--- src/rtl/lab03_pkg.sv ---
// Shared definitions for the instruction sequencer and its peers.
// Holds the sequencer state encoding and the instruction field positions
// that the datapath control unit and benches decode.
package lab03_pkg;

  typedef enum logic [2:0] {
    IDLE,
    FETCH,
    ISSUE,
    WAIT,
    FINISH,
    ERROR
  } seq_state_t;

  // Instruction field layout (bit positions within a 16-bit instruction)
  localparam int DST_MSB  = 15;
  localparam int DST_LSB  = 13;
  localparam int SRC_MSB  = 12;
  localparam int SRC_LSB  = 10;
  localparam int ALU_MSB  = 6;
  localparam int ALU_LSB  = 3;
  localparam int MODE_BIT = 2;

endpackage

--- src/rtl/instr_sequencer_if.sv ---
// Sequencer control bus: program load, run control, and the issue/done
// handshake with the datapath control unit.
//   master : the sequencer (drives instruction/run/status)
//   slave  : host + control unit (drives program load, start/abort, done)
interface instr_sequencer_if #(
  parameter int DEPTH   = 16,
  parameter int INSTR_W = 16
);
  localparam int AW = $clog2(DEPTH);

  logic               prog_we;
  logic [AW-1:0]      prog_addr;
  logic [INSTR_W-1:0] prog_data;
  logic [AW:0]        prog_len;
  logic               start;
  logic               abort;
  logic               done;
  logic [INSTR_W-1:0] instruction;
  logic               run;
  logic [AW-1:0]      pc;
  logic               busy;
  logic               program_done;
  logic               error;
  logic [AW:0]        exec_count;

  modport master (
    input  prog_we, prog_addr, prog_data, prog_len, start, abort, done,
    output instruction, run, pc, busy, program_done, error, exec_count
  );

  modport slave (
    output prog_we, prog_addr, prog_data, prog_len, start, abort, done,
    input  instruction, run, pc, busy, program_done, error, exec_count
  );
endinterface

--- src/rtl/instr_mem.sv ---
// Program memory: DEPTH x INSTR_W, synchronous write, combinational read.
//   clk     : write clock
//   we_i    : write strobe (already gated by the sequencer)
//   waddr_i : write address, wdata_i : write data
//   raddr_i : read address, rdata_o : read data (combinational)
// Contents are deliberately not reset.
module instr_mem #(
  parameter int DEPTH   = 16,
  parameter int INSTR_W = 16
) (
  input  logic                     clk,
  input  logic                     we_i,
  input  logic [$clog2(DEPTH)-1:0] waddr_i,
  input  logic [INSTR_W-1:0]       wdata_i,
  input  logic [$clog2(DEPTH)-1:0] raddr_i,
  output logic [INSTR_W-1:0]       rdata_o
);
  logic [INSTR_W-1:0] mem_q [DEPTH];

  always_ff @(posedge clk) begin
    if (we_i) mem_q[waddr_i] <= wdata_i;
  end

  assign rdata_o = mem_q[raddr_i];
endmodule

--- src/rtl/instr_sequencer.sv ---
// Instruction sequencer: steps through a loaded program, presenting each
// instruction to the datapath control unit with a one-cycle run strobe
// and waiting for its done pulse. Flags a watchdog timeout and counts
// completed instructions.
//   clk, reset : clock, asynchronous active-high reset
//   bus        : control bus (master side), see instr_sequencer_if
module instr_sequencer
  import lab03_pkg::*;
#(
  parameter int DEPTH   = 16,
  parameter int INSTR_W = 16,
  parameter int TIMEOUT = 64
) (
  input  logic               clk,
  input  logic               reset,
  instr_sequencer_if.master  bus
);
  localparam int AW = $clog2(DEPTH);
  localparam int CW = AW + 1;
  localparam int WW = $clog2(TIMEOUT);

  seq_state_t         state_q, state_d;
  logic [AW-1:0]      pc_q, pc_d;
  logic [CW-1:0]      len_q, len_d;
  logic [CW-1:0]      cnt_q, cnt_d;
  logic [WW-1:0]      wd_q, wd_d;
  logic               err_q, err_d;
  logic [INSTR_W-1:0] instr_q, instr_d;
  logic [INSTR_W-1:0] mem_rdata;
  logic [CW-1:0]      len_clamp;
  logic               busy;
  logic               last;

  assign busy      = (state_q == FETCH) || (state_q == ISSUE) || (state_q == WAIT);
  // Clamping the length keeps pc from ever wrapping past the last entry.
  assign len_clamp = (bus.prog_len > CW'(DEPTH)) ? CW'(DEPTH) : bus.prog_len;
  assign last      = ({1'b0, pc_q} == (len_q - CW'(1)));

  instr_mem #(.DEPTH(DEPTH), .INSTR_W(INSTR_W)) u_mem (
    .clk     (clk),
    .we_i    (bus.prog_we && !busy),
    .waddr_i (bus.prog_addr),
    .wdata_i (bus.prog_data),
    .raddr_i (pc_q),
    .rdata_o (mem_rdata)
  );

  always_ff @(posedge clk or posedge reset) begin
    if (reset) begin
      state_q <= IDLE;
      pc_q    <= '0;
      len_q   <= '0;
      cnt_q   <= '0;
      wd_q    <= '0;
      err_q   <= 1'b0;
      instr_q <= '0;
    end else begin
      state_q <= state_d;
      pc_q    <= pc_d;
      len_q   <= len_d;
      cnt_q   <= cnt_d;
      wd_q    <= wd_d;
      err_q   <= err_d;
      instr_q <= instr_d;
    end
  end

  always_comb begin
    state_d = state_q;
    pc_d    = pc_q;
    len_d   = len_q;
    cnt_d   = cnt_q;
    wd_d    = wd_q;
    err_d   = err_q;
    instr_d = instr_q;
    case (state_q)
      IDLE, ERROR: begin
        if (bus.start) begin
          len_d   = len_clamp;
          err_d   = 1'b0;
          cnt_d   = '0;
          pc_d    = '0;
          state_d = (len_clamp == '0) ? FINISH : FETCH;
        end else if (state_q == ERROR && bus.abort) begin
          state_d = IDLE;  // error stays set until the next start
        end
      end
      FETCH: begin
        if (bus.abort) state_d = IDLE;
        else begin
          instr_d = mem_rdata;
          state_d = ISSUE;
        end
      end
      ISSUE: begin
        if (bus.abort) state_d = IDLE;
        else begin
          wd_d    = '0;
          state_d = WAIT;
        end
      end
      WAIT: begin
        // abort outranks a coincident done, so the count is not bumped
        if (bus.abort) state_d = IDLE;
        else if (bus.done) begin
          cnt_d = cnt_q + CW'(1);
          if (last) state_d = FINISH;
          else begin
            pc_d    = pc_q + AW'(1);
            state_d = FETCH;
          end
        end else if (wd_q == WW'(TIMEOUT - 1)) begin
          err_d   = 1'b1;
          state_d = ERROR;
        end else begin
          wd_d = wd_q + WW'(1);
        end
      end
      FINISH: state_d = IDLE;
      default: state_d = IDLE;
    endcase
  end

  // run and program_done are decoded from state so reset kills them at once;
  // abort suppresses them in the same cycle.
  assign bus.instruction  = instr_q;
  assign bus.run          = (state_q == ISSUE) && !bus.abort;
  assign bus.pc           = pc_q;
  assign bus.busy         = busy;
  assign bus.program_done = (state_q == FINISH) && !bus.abort;
  assign bus.error        = err_q;
  assign bus.exec_count   = cnt_q;
endmodule

--- src/flat_wrapper.sv ---
// flat-port wrapper written by rule: the top's interface ports become plain ports
module instr_sequencer_flat import lab03_pkg::*;
#(
  parameter int DEPTH   = 16,
  parameter int INSTR_W = 16,
  parameter int TIMEOUT = 64
)
  (clk, reset, bus_prog_we, bus_prog_addr, bus_prog_data, bus_prog_len, bus_start, bus_abort, bus_done, bus_instruction, bus_run, bus_pc, bus_busy, bus_program_done, bus_error, bus_exec_count);
  instr_sequencer_if #(.DEPTH(DEPTH), .INSTR_W(INSTR_W)) bus_i ();
  input  logic clk;
  input  logic reset;
  input wire logic [$bits(bus_i.prog_we)-1:0] bus_prog_we;
  input wire logic [$bits(bus_i.prog_addr)-1:0] bus_prog_addr;
  input wire logic [$bits(bus_i.prog_data)-1:0] bus_prog_data;
  input wire logic [$bits(bus_i.prog_len)-1:0] bus_prog_len;
  input wire logic [$bits(bus_i.start)-1:0] bus_start;
  input wire logic [$bits(bus_i.abort)-1:0] bus_abort;
  input wire logic [$bits(bus_i.done)-1:0] bus_done;
  output wire logic [$bits(bus_i.instruction)-1:0] bus_instruction;
  output wire logic [$bits(bus_i.run)-1:0] bus_run;
  output wire logic [$bits(bus_i.pc)-1:0] bus_pc;
  output wire logic [$bits(bus_i.busy)-1:0] bus_busy;
  output wire logic [$bits(bus_i.program_done)-1:0] bus_program_done;
  output wire logic [$bits(bus_i.error)-1:0] bus_error;
  output wire logic [$bits(bus_i.exec_count)-1:0] bus_exec_count;
  assign bus_i.prog_we = bus_prog_we;
  assign bus_i.prog_addr = bus_prog_addr;
  assign bus_i.prog_data = bus_prog_data;
  assign bus_i.prog_len = bus_prog_len;
  assign bus_i.start = bus_start;
  assign bus_i.abort = bus_abort;
  assign bus_i.done = bus_done;
  assign bus_instruction = bus_i.instruction;
  assign bus_run = bus_i.run;
  assign bus_pc = bus_i.pc;
  assign bus_busy = bus_i.busy;
  assign bus_program_done = bus_i.program_done;
  assign bus_error = bus_i.error;
  assign bus_exec_count = bus_i.exec_count;
  instr_sequencer #(.DEPTH(DEPTH), .INSTR_W(INSTR_W), .TIMEOUT(TIMEOUT)) u_core (.clk(clk), .reset(reset), .bus(bus_i));
endmodule
--- config.mk ---
export PLATFORM = sky130hd
export DESIGN_NAME = instr_sequencer_flat
export DESIGN_NICKNAME = d
export VERILOG_FILES = /design/src/rtl/lab03_pkg.sv /design/src/rtl/instr_sequencer_if.sv /design/src/rtl/instr_mem.sv /design/src/rtl/instr_sequencer.sv /design/src/flat_wrapper.sv
export SDC_FILE = /design/constraint.sdc
export NUM_CORES = 1
export LEC_CHECK = 0
export CAP_MARGIN = 20
export CORE_UTILIZATION = 59
export CTS_BUF_LIST = sky130_fd_sc_hd__clkbuf_4
export DETAILED_ROUTE_END_ITERATION = 10
export PLACE_DENSITY = 0.83
export SETUP_SLACK_MARGIN = 0.3
export SLEW_MARGIN = 20
export SYNTH_ARGS = -nofsm -noshare
export SYNTH_HDL_FRONTEND = slang
export SYNTH_SLANG_ARGS = --single-unit
export TNS_END_PERCENT = 100
--- constraint.sdc ---
create_clock -name clk -period 3.4 [get_ports clk]
set_clock_uncertainty 0.1 [all_clocks]
set_input_delay 0.68 -clock clk [delete_from_list [all_inputs] [get_ports clk]]
set_output_delay 0.68 -clock clk [all_outputs]
set_load 0.05 [all_outputs]
# [Yosys cells after proc, flatten, opt, wreduce, memory -nomap -nowiden]
# Memories as Yosys holds them, arrays and structs flattened. A register that Yosys moved wholly into a read port is not among the register bits.
# Index checks and enable logic that the tools add are counted.
[totals] regBits=24 ramBits=256 inputBits=31 output_inout_bits=29 wordCells=82 memories=1
[mem_list] name="u_core.u_mem.mem_q" depth=16 width=16 read_ports=1 rd_ports_with_merged_regs=1 wr=1 line="instr_mem.sv:18" rtl="logic [INSTR_W-1:0] mem_q [DEPTH];"
[op_classes] n_addsub=4 magnitude_cmp=1 n_eq_ne=17 muxes=32 bitwise_logic=1 n_reduce_logical=20
[ops] cell="$mux 6" count=4
[ops] cell="$mux 3" count=7
[ops] cell="$mux 5" count=4
[ops] cell="$mux 4" count=4
[ops] cell="$ne 2x2->1 const B" count=8
[ops] cell="$reduce_and 5->1" count=3
[ops] cell="$pmux 3 s4" count=1
[ops] cell="$pmux 6 s2" count=1
[ops] cell="$pmux 5 s2" count=1
[ops] cell="$pmux 4 s2" count=1
[ops] cell="$add 6x1->6 const B" count=1
[ops] cell="$eq 3x2->1 const B" count=2
[ops] cell="$eq 3x3->1 const B" count=2
[ops] cell="$eq 6x6->1 const B" count=1
[ops] cell="$mux 1" count=6
[ops] cell="$reduce_and 2->1" count=3
[ops] cell="$add 5x1->5 const B" count=1
[ops] cell="$eq 4x5->1" count=1
[ops] cell="$gt 5x5->1 const B" count=1
[ops] cell="$logic_not 5->1" count=1
[ops] cell="$sub 5x1->5 const B" count=1
[ops] cell="$add 4x1->4 const B" count=1
[ops] cell="$logic_and 1x1->1" count=4
[ops] cell="$mux 2" count=2
[ops] cell="other kinds (11)" count=14

# [Depth between registers and ports, before layout]
# Gate-level depths: netlist of the first run.
[depth] depth_word=7 depth_mapped=8 depth_no_buf=7

# [By module]
# From an unflattened synthesis of the first run, not the netlist that was laid out.
[hier_totals] hier_cells=613 area_unflattened_um2=11822.6
[modules_own_cells] module="instr_mem" n_inst=1 cells_per_inst=416 area_per_inst_um2=9721.8 seq_area_each_um2=7687.4
[modules_own_cells] module="instr_sequencer" n_inst=1 cells_per_inst=197 area_per_inst_um2=2100.8 seq_area_each_um2=1001.0

# [Worst setup path after synthesis of the first run]
# OpenSTA, ideal clock, no wires.
[synth_path] kind="input-to-output" from="input port bus_abort" to="output port bus_program_done" arrival_ns=2.337 t_required_ns=2.620 setup_slack_ns=0.283 stages=1 n_path_buf=0 cell_sequence="nor4b_1"
[synth_via] elab_chain_len=2
[synth_rtl] item="from (decl)" line="flat_wrapper.sv:17" rtl="input wire logic [$bits(bus_i.abort)-1:0] bus_abort;"
[synth_rtl] item="$logic_not 1->1" line="instr_sequencer.sv:130" rtl="assign bus.program_done = (state_q == FINISH) && !bus.abort;"
[synth_rtl] item="$logic_and 1x1->1" line="instr_sequencer.sv:130"
[synth_rtl] item="to (decl)" line="flat_wrapper.sv:23" rtl="output wire logic [$bits(bus_i.program_done)-1:0] bus_program_done;"
# Every way passes these cells.

# [Worst setup path after layout of the first run]
[layout_path] from="register u_core.state_q[0]" to="output port bus_busy"
[layout_via] elab_chain_len=3 elab_cells_between_ends=5 cone_classes="3 x eq/ne; 2 x reduce/logical"
[layout_rtl] item="from (decl)" line="instr_sequencer.sv:22" rtl="seq_state_t state_q, state_d;"
[layout_rtl] item="from (signal assigned)" line="instr_sequencer.sv:58" rtl="state_q <= state_d;"
[layout_rtl] item="$eq 3x1->1 or $eq 3x2->1 (tied branches)" line="instr_sequencer.sv:34" rtl="assign busy = (state_q == FETCH) || (state_q == ISSUE) || (state_q == WAIT);"
[layout_rtl] item="$logic_or 1x1->1" line="instr_sequencer.sv:34"
[layout_rtl] item="$logic_or 1x1->1 *" line="instr_sequencer.sv:34"
[layout_rtl] item="to (decl)" line="flat_wrapper.sv:22" rtl="output wire logic [$bits(bus_i.busy)-1:0] bus_busy;"
# Mark *: on every way between the ends. The rest lies on a longest branch, timed or not.

==> results by group, run 1 <==
Floorplan
  – Die W: roughly 140 um
  – Die Height: 144 um
  – I/O pin cnt: 60
  – Core Box Area: 19,700 sq um
  – Initial Util: 60.6%
  – Std cell rows: 51
  – Die Area: a little over 20,000 sq um

Global routing
  – GR Overflow Total: 0
  – Largest net degree at the start of global routing: 45
  – Initial antenna violation count: 1
  – GRT Overall Usage: 26.6%
  – First-pass GRT wire length: 39,500 um
  – Vias in the first global route: 7,080

Clocking
  – Clk_lat worst skew: 0.66 ns
  – Max Root-Sink Buffers: 3
  – Post-CTS Setup Bufs: 0
  – Root buf cell: clkbuf_4
  – CTS Sinks: between 200 and 300
  – Num CTS Buffers: 72
  – Worst-path clk slew: 0.07 ns
  – CTS tree: built
  – Hold_buf cts: 0
  – H-tree depth: 3

Run
  – Max Cap Viol: 0

STA
  – Slew Viols, Final: 0
  – RSZ-0062 raised after global routing: false
  – Final worst path period share: 85.1%
  – Worst-margin pin slew: 0.907 ns
  – Worst slew margin: roughly two fifths
  – Total negative slack: 0 ns
  – Fmax: 346 MHz
  – Tmin final: 2.89 ns
  – Setup violators final: 0
  – Final Hold Fails: 0

Worst setup path
  – CP Max Fanout: 14
  – Largest incremental delay on the critical path: 0.60 ns
  – Worst Setup Path Type: reg2out
  – CP Launch Type: register
  – Setup crit end kind: output pin
  – Critical path's slowest cell: dfrtp_1
  – Critical Path AT: 2.11 ns
  – CP cell instances: nor2_1 > nor2_1 > dlygate4sd2_1
  – CP dominant cell by count: nor2_1
  – Critical Path RT: 2.62 ns

Yosys
  – Largest area contributor in the synthesized netlist: edfxtp_1
  – Most used standard cell by instance count after synthesis: edfxtp_1
  – Post-synthesis sequential area ratio: 72.9%
  – Synth Area per Inst: around 18 sq um
  – Number of synthesis warnings: 0
  – Synth Register Bits: a little under 300
  – Yosys top cell area share: 64.5%
  – Post-synth ARST share: 13.5%
  – Main area contributors after synthesis: edfxtp_1 65%, dfrtp_1 8.4%, mux4_2 7.2%
  – Distinct cells, synth: 52
  – Top_reg_cell synth: edfxtp_1
  – Cell count after synthesis: 674
  – Syn Std Cell Area: 11,900 sq um
  – EDFF count, synth: 256
  – Top cells by count, synth: 256 x edfxtp_1, 40 x dfrtp_1, 38 x mux4_2
  – Mapped Nets: 709

Layout
  – Fill count: approximately 1.2k
  – Final Core Density: 70.8%
  – Area taken by multi-input logic gates: 3040 sq um
  – Area occupied by registers: between 8000 and 9000 sq um
  – Share of post-route cells with drive strength above 1: 26.9%
  – NumNets Final: 846
  – Synth-to-Final Area Change: 16.9%

Detailed routing
  – Vias: 6,927
  – Antenna-violating nets left: 0
  – Pre-antenna DRT Iters: 5
  – Post-route DRC: 0
  – WL per Instance: 23.0 um
  – Vias per cell: 6.12
  – Drt total wl: 26,000 um
  – Initial DRC count: 594

Power
  – Clk pwr share: 32.1%
  – Overall power: 9230 uW
  – Net Switching: approximately 2700 uW
  – Power Dens Cells: 663 nW/um^2
  – Peak supply drop: between 0.4 and 0.5 mV
  – Switching share of power: 29.2%
  – Part of the power in registers: 47.7%
  – P_leak: approximately 0.0047 uW
  – Pint: 6530 uW
  – Comb power frac: 20.2%

Place
  – # port buffers: 59
  – GP Congestion: between 0.8 and 0.9
  – Post-DP HPWL: 16,400 um

Min path
  – Hold Crit Class: in2async

Outcome
  – Outcome: completed
==> cells by family (layout without fill, tap and decap cells) <==
| group | Yosys count | count (layout) | synth area share, % |
|---|---|---|---|
| AO/OA/AOI/OAI | 98 | 98 | 5.39 |
| XOR/XNOR | 9 | 9 | 0.662 |
| adder cells (fa/ha/maj) | 4 | 4 | 0.420 |
| buffers and inverters | 38 | 229 | 1.79 |
| flip-flops | 296 | 296 | 72.9 |
| multiplexers | 110 | 110 | 13.9 |
| other | 0 | 1 | 0 |
| AND/OR/NAND/NOR | 119 | 119 | 4.86 |
==> placed cells by master (no fill, tap or decap), types with 3 or more instances in the layout <==
master           synthesis  layout
ha_1                     4       4
o21ai_0                 16      16
mux2_1                  12      12
clkinv_1                 0      14
mux4_2                  38      38
nor2_1                  31      31
dfrtp_1                 40      37
xor2_1                   5       5
xnor2_1                  4       4
nand3b_1                 6       6
mux2i_1                 30      30
o21ai_1                 14      14
buf_4                    3      38
o22ai_1                 12      12
a221o_1                 12      12
or3_1                    4       4
a21oi_1                 17      17
a22oi_1                  4       4
o2111ai_1                3       3
clkdlybuf4s50_1          0      55
nor3_1                  23      19
nand2b_1                 4       4
o21bai_1                12      12
nand2_1                 28      28
clkbuf_4                 0     105
clkinv_2                 0       3
nor3_2                   0       4
edfxtp_1               256     256
mux2_2                  28      28
nand3_1                 10      10
==> what timing repair did <==
item,in CTS,in global routing
setup endpoints to repair,1,1
hold endpoints to repair,0,0
resized for setup,1,1
==> worst paths after layout <==
kind,slack (ns),from,endpoint,cells past startpoint
min in group clk,0.42,u_core.bus.error$_DFFE_PP0P_,u_core.bus.error$_DFFE_PP0P_,2
max,0.51,u_core.state_q[0]$_DFFE_PP0P_,bus_busy,3
min reg2reg,0.42,u_core.bus.error$_DFFE_PP0P_,u_core.bus.error$_DFFE_PP0P_,2
min,0.41,reset,u_core.len_q[1]$_DFFE_PP0P_,2
max reg2reg,0.91,u_core.bus.pc[0]$_DFFE_PP0P_,u_core.bus.instruction[5]$_DFFE_PP0P_,4
max in group asynchronous,2.10,reset,u_core.bus.pc[0]$_DFFE_PP0P_,2
==> per-stage QoR <==
step	setup WS, ns	cell area, sq um	hold WS, ns	std cells
floorplan	0.605	11900	0.384	674
global placement	0.535	13000	0.384	1002
detailed placement	0.389	13000	0.416	1002
CTS	0.317	13900	0.418	1130
global route	0.380	13900	0.439	1131
finish	0.507	13900	0.409	1131
==> layer usage <==
layer | wire length (um) | up-vias | share of wire [%] | GRT usage, %
met5 | 0 | - | 0 | 0
met4 | 750 | 0 | 2.9 | 11.8
met3 | 1970 | 62 | 7.6 | 5.73
met2 | 13300 | 353 | 51 | 44.3
met1 | 10000 | 3500 | 38 | 33.9
li1 | - | 3012 | - | -
==> area by class of cell <==
type	count	area share (%)
sequential	296	62.4
multi-input combinational	340	21.8
timing repair buffer	97	6.44
clock buffer	105	5.66
tap	265	2.38
clock inverter	23	1.15
inverter	4	0.108
antenna	1	0.0180
==> power groups by stage <==
| stage | combinational [uW] | sequential, uW | clock [uW] |
|---|---|---|---|
| finish | 1860 | 4410 | 2960 |
| global placement | 1800 | 4460 | 0 |
| CTS | 1870 | 4400 | 3010 |
| detailed placement | 1870 | 4470 | 0 |
| global route | 1970 | 4420 | 3190 |
| floorplan | 1050 | 4670 | 0 |
==> worst max-delay path, delay by kind of cell (launching register included) <==
| kind | cells | cell delay (ns) |
|---|---|---|
| buffers and inverters | 1 | 0.53 |
| and+or+nand+nor | 2 | 0.32 |
| DFF | 1 | 0.60 |
==> sequential cells by signal, indices dropped and copies added, names as in the netlist <==
signal	count
u_core.u_mem.mem_q	256
u_core.bus.instruction	16
u_core.wd_q	6
u_core.bus.exec_count	5
u_core.len_q	5
u_core.bus.pc	4
u_core.state_q	3
u_core.bus.error	1
Note: power is estimated with default switching activity, not from simulation.
==> run 2: changes to the inputs <==
Settings changed: RECOVER_POWER set to 25.
==> results by group, run 2 (synthesized netlist as in run 1, its figures left out) <==
Floorplan
  – Initial Util: 60.6%
  – I/O pin cnt: 60
  – Die W: around 140 um
  – Core Box Area: between 15,000 and 20,000 sq um
  – Die Height: 144 um
  – Std cell rows: 51
  – Die Area: 20,800 sq um

STA
  – Final Hold Fails: 0
  – Tmin final: 2.90 ns
  – Fmax: 345 MHz
  – Worst-margin pin slew: about 0.91 ns
  – Slew Viols, Final: 0
  – Post-route setup slack: 0.498 ns
  – Worst slew margin: 39.5%
  – Setup violators final: 0
  – Final worst path period share: 85.4%
  – Total negative slack: 0 ns
  – RSZ-0062 raised after global routing: false

Clocking
  – CTS Sinks: 296
  – Num CTS Buffers: 72
  – Hold_buf cts: 0
  – Worst-path clk slew: 0.07 ns
  – Root buf cell: clkbuf_4
  – Max Root-Sink Buffers: 3
  – CTS tree: built
  – H-tree depth: 3
  – Clk_lat worst skew: between 0.6 and 0.7 ns

Layout
  – Area taken by multi-input logic gates: about 3000 sq um
  – Fill count: 1,233
  – Area occupied by registers: 8690 sq um
  – Largest register FFs: 256
  – Final Core Density: between 70% and 80%
  – Commonest non-fill, non-tap cell in the layout: edfxtp_1
  – Top reg by flops: u_core.u_mem.mem_q
  – Post-route cell area: between 10,000 and 15,000 sq um
  – Commonest cells after routing, fill and taps aside: 256 x edfxtp_1, 105 x clkbuf_4, 44 x clkdlybuf4s50_1, 38 x mux4_2, 38 x buf_4
  – NumNets Final: about 850
  – Share of post-route cells with drive strength above 1: 26.9%
  – Synth-to-Final Area Change: 16.9%

Detailed routing
  – Pre-antenna DRT Iters: 5
  – WL per Instance: 23.0 um
  – Vias per cell: 6.08
  – Vias: 6,882
  – Post-route DRC: 0
  – Met2 wire len: 13,200 um
  – Top layer in use: met4
  – DR WL met3: 1940 um
  – Routed length on met1: about 10,000 um
  – Initial DRC count: roughly 610
  – Drt total wl: 26,000 um
  – Antenna-violating nets left: 0

Place
  – Setup WS pre-CTS: 0.389 ns
  – # port buffers: 59
  – GP Congestion: 0.858
  – Post-DP Area: between 10,000 and 15,000 sq um
  – Post-DP HPWL: 16,400 um

Global routing
  – GR Overflow Total: 0
  – Initial antenna violation count: 1
  – GRT Overall Usage: roughly a quarter
  – First-pass GRT wire length: 39,500 um
  – Vias in the first global route: 7,080
  – Largest net degree at the start of global routing: 45

Worst setup path
  – CP cell instances: nor2_1 > nor2_1 > dlygate4sd2_1
  – CP Max Fanout: 14
  – CP Launch Type: register
  – Crit path max-delay family: flip-flops
  – CP dominant cell by count: nor2_1
  – Critical path's slowest cell: dfrtp_1
  – Crit path from: u_core.state_q[0]$_DFFE_PP0P_
  – Reg-to-reg startpoint: u_core.bus.pc[0]$_DFFE_PP0P_
  – Worst Setup Path Type: reg2out
  – Critical Path AT: 2.12 ns
  – Cells on worst reg2reg path: 4
  – Largest incremental delay on the critical path: 0.60 ns
  – Critical path buffers and inverters: 1
  – Setup crit end kind: output pin
  – WP depth: 3
  – Critical Path RT: 2.62 ns

Power
  – Power Dens Cells: approximately 660 nW/um^2
  – P_leak: 0.00472 uW
  – Peak supply drop: 0.442 mV

Min path
  – Hold Crit Class: in2async

Run
  – Max Cap Viol: 0

Outcome
  – Outcome: completed
-- run 2: changes by cell type in the layout (fill, tap and decap cells not counted) --
| cell | delta |
|---|---|
| dlygate4sd3_1 | +11 |
| clkdlybuf4s50_1 | -11 |
-- run 2: worst paths after layout --
kind	endpoint	slack (ns)
max in group asynchronous	u_core.bus.pc[0]$_DFFE_PP0P_	2.10
setup reg to reg	u_core.bus.instruction[5]$_DFFE_PP0P_	0.90
min in group clk	u_core.bus.error$_DFFE_PP0P_	0.42
setup / recovery	bus_busy	0.50
hold / removal	u_core.len_q[1]$_DFFE_PP0P_	0.40
hold reg to reg	u_core.bus.error$_DFFE_PP0P_	0.42
-- run 2: power breakdown --
part / switching (uW) / internal [uW]
clock network: 1380 / 1580
registers: 245 / 4160
logic: 1070 / 789
-- run 2: stage by stage --
step           cells  hold WS, ns  power [uW]
2_1_floorplan    674        0.384        5720
3_3_place_gp    1002        0.384        6260
3_5_place_dp    1002        0.416        6340
4_1_cts         1130        0.418        9270
5_1_grt         1131        0.439        9580
6_report        1131        0.404        9230
-- run 2: cell type report --
type	instances	share of cell area, %
Inverter	4	0.108
Sequential cell	296	62.4
Antenna cell	1	0.0180
Clock inverter	23	1.15
Multi-Input combinational cell	340	21.8
Timing Repair Buffer	97	6.44
Clock buffer	105	5.66
Tap cell	265	2.38
-- run 2: timing repair --
item | 4_1_cts | 5_1_grt
pin swaps | 0 | 0
setup buffers | 0 | 0
resized for setup | 1 | 1
setup endpoints to repair | 1 | 1
-- run 2: worst reg2reg max path, cell delays in order, from the launching register on --
cell     delay, ns
dfrtp_4       0.70
buf_4         0.36
mux4_1        0.62
mux2_2        0.28
a221o_1       0.32
-- run 2: routing by layer --
layer / global-route usage [%] / vias to the layer above
met5: 0 / -
met4: 11.8 / 0
met3: 5.73 / 62
met2: 44.3 / 332
met1: 33.9 / 3475
li1: - / 3013
==> run 3: changes to the inputs <==
Settings changed: RECOVER_POWER 25 to 100.
==> results by group, run 3 (synthesized netlist as in run 1, its figures left out) <==
Worst setup path
  – Reg-to-reg startpoint: u_core.state_q[0]$_DFFE_PP0P_
  – CP Max Fanout: 13
  – Setup crit end kind: output pin
  – Crit path from: u_core.state_q[2]$_DFFE_PP0P_
  – Critical Path RT: approximately 2.6 ns
  – CP Launch Type: register
  – Critical Path AT: 2.29 ns
  – Worst Setup Path Type: reg2out

Detailed routing
  – WL per Instance: 23.1 um
  – Drt total wl: 26,100 um
  – Antenna-violating nets left: 0
  – Vias per cell: between 6 and 7
  – Post-route DRC: 0
  – Pre-antenna DRT Iters: 5
  – Initial DRC count: 609
  – Vias: between 6k and 7k

Layout
  – Share of post-route cells with drive strength above 1: between 20 and 25%
  – Commonest cells after routing, fill and taps aside: 256 x edfxtp_1, 105 x clkbuf_4, 42 x dlygate4sd3_1, 38 x mux4_2, 37 x dfrtp_1
  – NumNets Final: 846
  – Commonest non-fill, non-tap cell in the layout: edfxtp_1
  – Largest register FFs: 256
  – Top reg by flops: u_core.u_mem.mem_q
  – Synth-to-Final Area Change: 15.6%

STA
  – Total negative slack: 0 ns
  – Final worst path period share: 90.2%
  – Fmax: 326 MHz
  – Tmin final: roughly 3 ns
  – Setup violators final: 0
  – Slew Viols, Final: between 40 and 50
  – Post-route setup slack: 0.332 ns
  – RSZ-0062 raised after global routing: false
  – Worst slew margin: -8.82%
  – Final Hold Fails: 0
  – Worst-margin pin slew: roughly 1.6 ns

Min path
  – Hold_sp: u_core.bus.error$_DFFE_PP0P_
  – Hold Crit Class: reg2reg

Place
  – Post-DP HPWL: 16,400 um
  – Setup WS pre-CTS: 0.389 ns
  – # port buffers: 59
  – GP Congestion: 0.858

Global routing
  – First-pass GRT wire length: ~39,000 um
  – Vias in the first global route: slightly above 7k
  – Largest net degree at the start of global routing: 45
  – GRT Overall Usage: a little over a quarter
  – Initial antenna violation count: 1
  – GR Overflow Total: 0

Power
  – Power Dens Cells: 664 nW/um^2
  – Peak supply drop: between 0.4 and 0.5 mV
  – P_leak: 0.00462 uW
  – Overall power: 9150 uW

Clocking
  – Max Root-Sink Buffers: 3
  – Hold_buf cts: 0
  – Worst-path clk slew: 0.07 ns
  – Root buf cell: clkbuf_4
  – Clk_lat worst skew: between 0.6 and 0.7 ns
  – H-tree depth: 3
  – Num CTS Buffers: a little over 70
  – CTS tree: built
  – CTS Sinks: 296
  – Post-CTS Setup Bufs: 0

Floorplan
  – Die Height: 144 um
  – I/O pin cnt: 60
  – Core Box Area: about 20,000 sq um
  – Die W: 144 um
  – Initial Util: slightly above 60%
  – Die Area: 20,800 sq um
  – Std cell rows: 51

Outcome
  – Violated checks: max-capacitance violations, max-slew violations
  – Outcome: finished with violations

Run
  – Max Cap Viol: 1
run 3: cell count changes in the layout (fill, tap and decap cells not counted), sizes merged:
cell,previous run,this run
buf,40,9
clkbuf,105,137
dlymetal6s2s,1,0
clkdlybuf4s50,44,13
dlygate4sd3,11,42
run 3: repair_timing:
item / in CTS / in global routing
gates cloned: 0 / 0
gates resized for setup: 1 / 1
endpoints found under the setup margin: 1 / 1
run 3: final timing paths:
check / to / slack, ns / depth (start not counted)
worst max-delay path: bus_run / 0.33 / 4
worst min-delay path: u_core.bus.error$_DFFE_PP0P_ / 0.42 / 2
worst max register to register: u_core.u_mem.mem_q[0][10]$_DFFE_PP_ / 0.33 / 5
worst min register to register: u_core.bus.error$_DFFE_PP0P_ / 0.42 / 2
max in group asynchronous: u_core.bus.pc[0]$_DFFE_PP0P_ / 1.17 / 2
min in group asynchronous: u_core.len_q[1]$_DFFE_PP0P_ / 0.85 / 2
run 3: power by group:
group / internal, uW / switching [uW] / total, uW
Clock: 1580 / 1380 / 2960
Sequential: 4160 / 237 / 4400
Combinational: 721 / 1070 / 1790
Total: 6470 / 2690 / 9150
run 3: worst max-delay path, cell delays in order, from the launching register on:
cell and delay [ns]:
dfrtp_1 0.56, nor2_1 0.17, nand2_1 0.10, nor2_1 0.26, clkbuf_1 0.52
run 3: through the flow:
stage                     util, %  area (sq um)  hold slack (ns)  cells
after floorplan                 -         11900            0.384    674
after global placement       66.0         13000            0.384   1002
after detailed placement     66.0         13000            0.416   1002
after CTS                    70.8         13900            0.418   1130
after global routing         70.1         13800            0.433   1131
final                        70.1         13800            0.421   1131
run 3: layer usage:
layer	track usage [%]	wire (um)
met2	44.3	13400
met3	5.73	1980
met4	11.8	757
met5	0	0
met1	33.9	9960
run 3: final cells by class:
type,instances,area (sq um)
clock inverters,23,160
repair buffers,97,762
fillers,1268,5880
inverters,4,15.0
clock buffers,105,788
well taps,265,332
flip-flops and latches,296,8690
diodes,1,2.50
multi-input cells,340,3020
==> RTL edit: new RTL, settings of run 2 <==
Make the reset (`reset`) synchronous in one clocked block. Comments in the files are not updated.
--- a/src/rtl/instr_sequencer.sv
+++ b/src/rtl/instr_sequencer.sv
@@ -47,3 +47,3 @@
 
-  always_ff @(posedge clk or posedge reset) begin
+  always_ff @(posedge clk) begin
     if (reset) begin
Formal check against the unedited RTL: differs if reset is asserted again (counterexample within 4 cycles, from zero or initial values and one cycle with reset high); with reset held inactive, the same outputs for 4 cycles.
==> RTL edit against run 2 <==
- count of clock-buffer cells in the layout up 3
- setup slack worse by 0.069 ns
- highest routed layer unchanged
- die area down 2.2%
- cell area down 2.1%
- critical endpoint unchanged
- synthesized area down 2.2%
- sequential cell count unchanged
- register-to-register slack better by 0.04 ns
- sequential share of layout area down 0.11 points
- routed wire length down 7.9%
Power is not compared: it rests on default switching activity, and its combinational part moved more than twofold at a synthesized area within 25%.
==> RTL edit: results (changes against run 2) <==
* Worst skew pair latency at 0.64 ns (-0.03 ns)
* Top achievable clock speed at 337 MHz (-2.3%)
* Largest net degree at the start of global routing at 46 (+2.2%)
* Vias in the first global route at 6,732 (-4.9%)
* Initial antenna violation count at 2 (+1)
* Nets at 790 (-6.6%)
* Worst R2R Start: u_core.bus.pc[0]$_SDFFE_PP0P_
* 1st-iter DRT viols at 551 (-10%)
* Total Routing Usage GR at 25.0% (-1.6 points)
* Crit-path max FO at 19 (+5)
* Cts bufs inserted at 73 (+1.4%)
* Seq/Total Area, Yosys at 72.9% (about the same)
* Synth area leaders: edfxtp_1 (66%), mux4_2 (12%), dfxtp_1 (6.9%)
* XOR/XNOR Fraction of Synth Area at 1.13% (+0.47 points)
* Outcome: complete, no violations
* Synth top cells by count: edfxtp_1 (256), mux4_2 (64), dfxtp_1 (40)
* Post-DP HPWL at 14,800 um (-10%)
* Slew of the pin with the lowest slew margin at 0.685 ns (-0.222 ns)
* Reg2Reg Depth at 5 (+1)
* Hold/Removal Path Class: reg -> reg
* Filler Cells Inserted at 1,236 (+0.24%)
* DR vias/cell at 5.97 (-1.8%)
* Synth cell types at 47 (-9.6%)
* Compound-Gate Fraction of Synth Area at 4.03% (-1.4 points)
* Clock power share at 40.4%
* First-pass GRT wire length at 36,700 um (-7.0%)
* Dpl ws at 0.508 ns (+0.119 ns)
* Internal reg-to-reg setup slack at 0.94 ns (+0.04 ns)
* GPL Wtd Cong at 0.838 (-2.3%)
* Post-synthesis adder-cell area fraction at 0.430% (+0.0096 points)
* Share of cells above drive strength 1 at 29.0% (+2.0 points)
* Worst setup path start: u_core.state_q[0]$_SDFFE_PP0P_
* Crit path DAT at 2.19 ns (+0.07 ns)
* Mux share of post-synthesis cell area at 15.4% (+1.5 points)
* Worst R2R End: u_core.bus.instruction[0]$_SDFFE_PP0P_
* Net count after synthesis at 654 (-7.8%)
* Final WL at 24,000 um (-7.9%)
-- RTL edit: final cells by class --
type / count / area share, %
Sequential cell: 296 / 62.3
Multi-Input combinational cell: 285 / 21.9
Timing Repair Buffer: 91 / 6.16
Clock buffer: 108 / 5.95
Tap cell: 265 / 2.43
Clock inverter: 20 / 0.991
Inverter: 8 / 0.220
Antenna cell: 2 / 0.0367
-- RTL edit: layer usage --
metal / up-vias / GRT usage [%] / part of all wire [%]
li1: 2825 / - / -
met1: 3205 / 31.7 / 38
met2: 340 / 40.8 / 51
met3: 52 / 6.36 / 8.2
met4: 0 / 11.9 / 2.5
met5: - / 0 / 0
-- RTL edit: logic make-up (layout without fill, tap and decap cells) --
| family | Yosys count | count (layout) |
|---|---|---|
| mux | 99 | 99 |
| simple gates | 98 | 98 |
| other cells | 0 | 2 |
| compound gates | 69 | 69 |
| fa+ha+maj | 4 | 4 |
| buf+inv | 38 | 227 |
| xor+xnor | 15 | 15 |
| flops | 296 | 296 |
-- RTL edit: what timing repair did --
item | CTS | global route
pin swaps | 0 | 0
setup endpoints to repair | 1 | 1
resized for setup | 2 | 1
setup buffers | 0 | 0
-- RTL edit: critical path: stages, from the launching register on --
cell and delay (ns):
dfxtp_2 0.43, o21bai_1 0.52, inv_1 0.16, dlygate4sd2_1 0.46
-- RTL edit: through the flow --
| step | power, mW | hold WS [ns] | std cells | util, % | area (um^2) |
|---|---|---|---|---|---|
| after detailed placement | 4.38 | 0.343 | 945 | 65.3 | 12700 |
| after global routing | 7.48 | 0.369 | 1075 | 70.3 | 13600 |
| after floorplan | 4.23 | 0.345 | 619 | - | 11600 |
| after global placement | 4.36 | 0.341 | 945 | 65.3 | 12700 |
| final | 7.21 | 0.355 | 1075 | 70.3 | 13600 |
| after CTS | 7.28 | 0.357 | 1073 | 70.2 | 13600 |
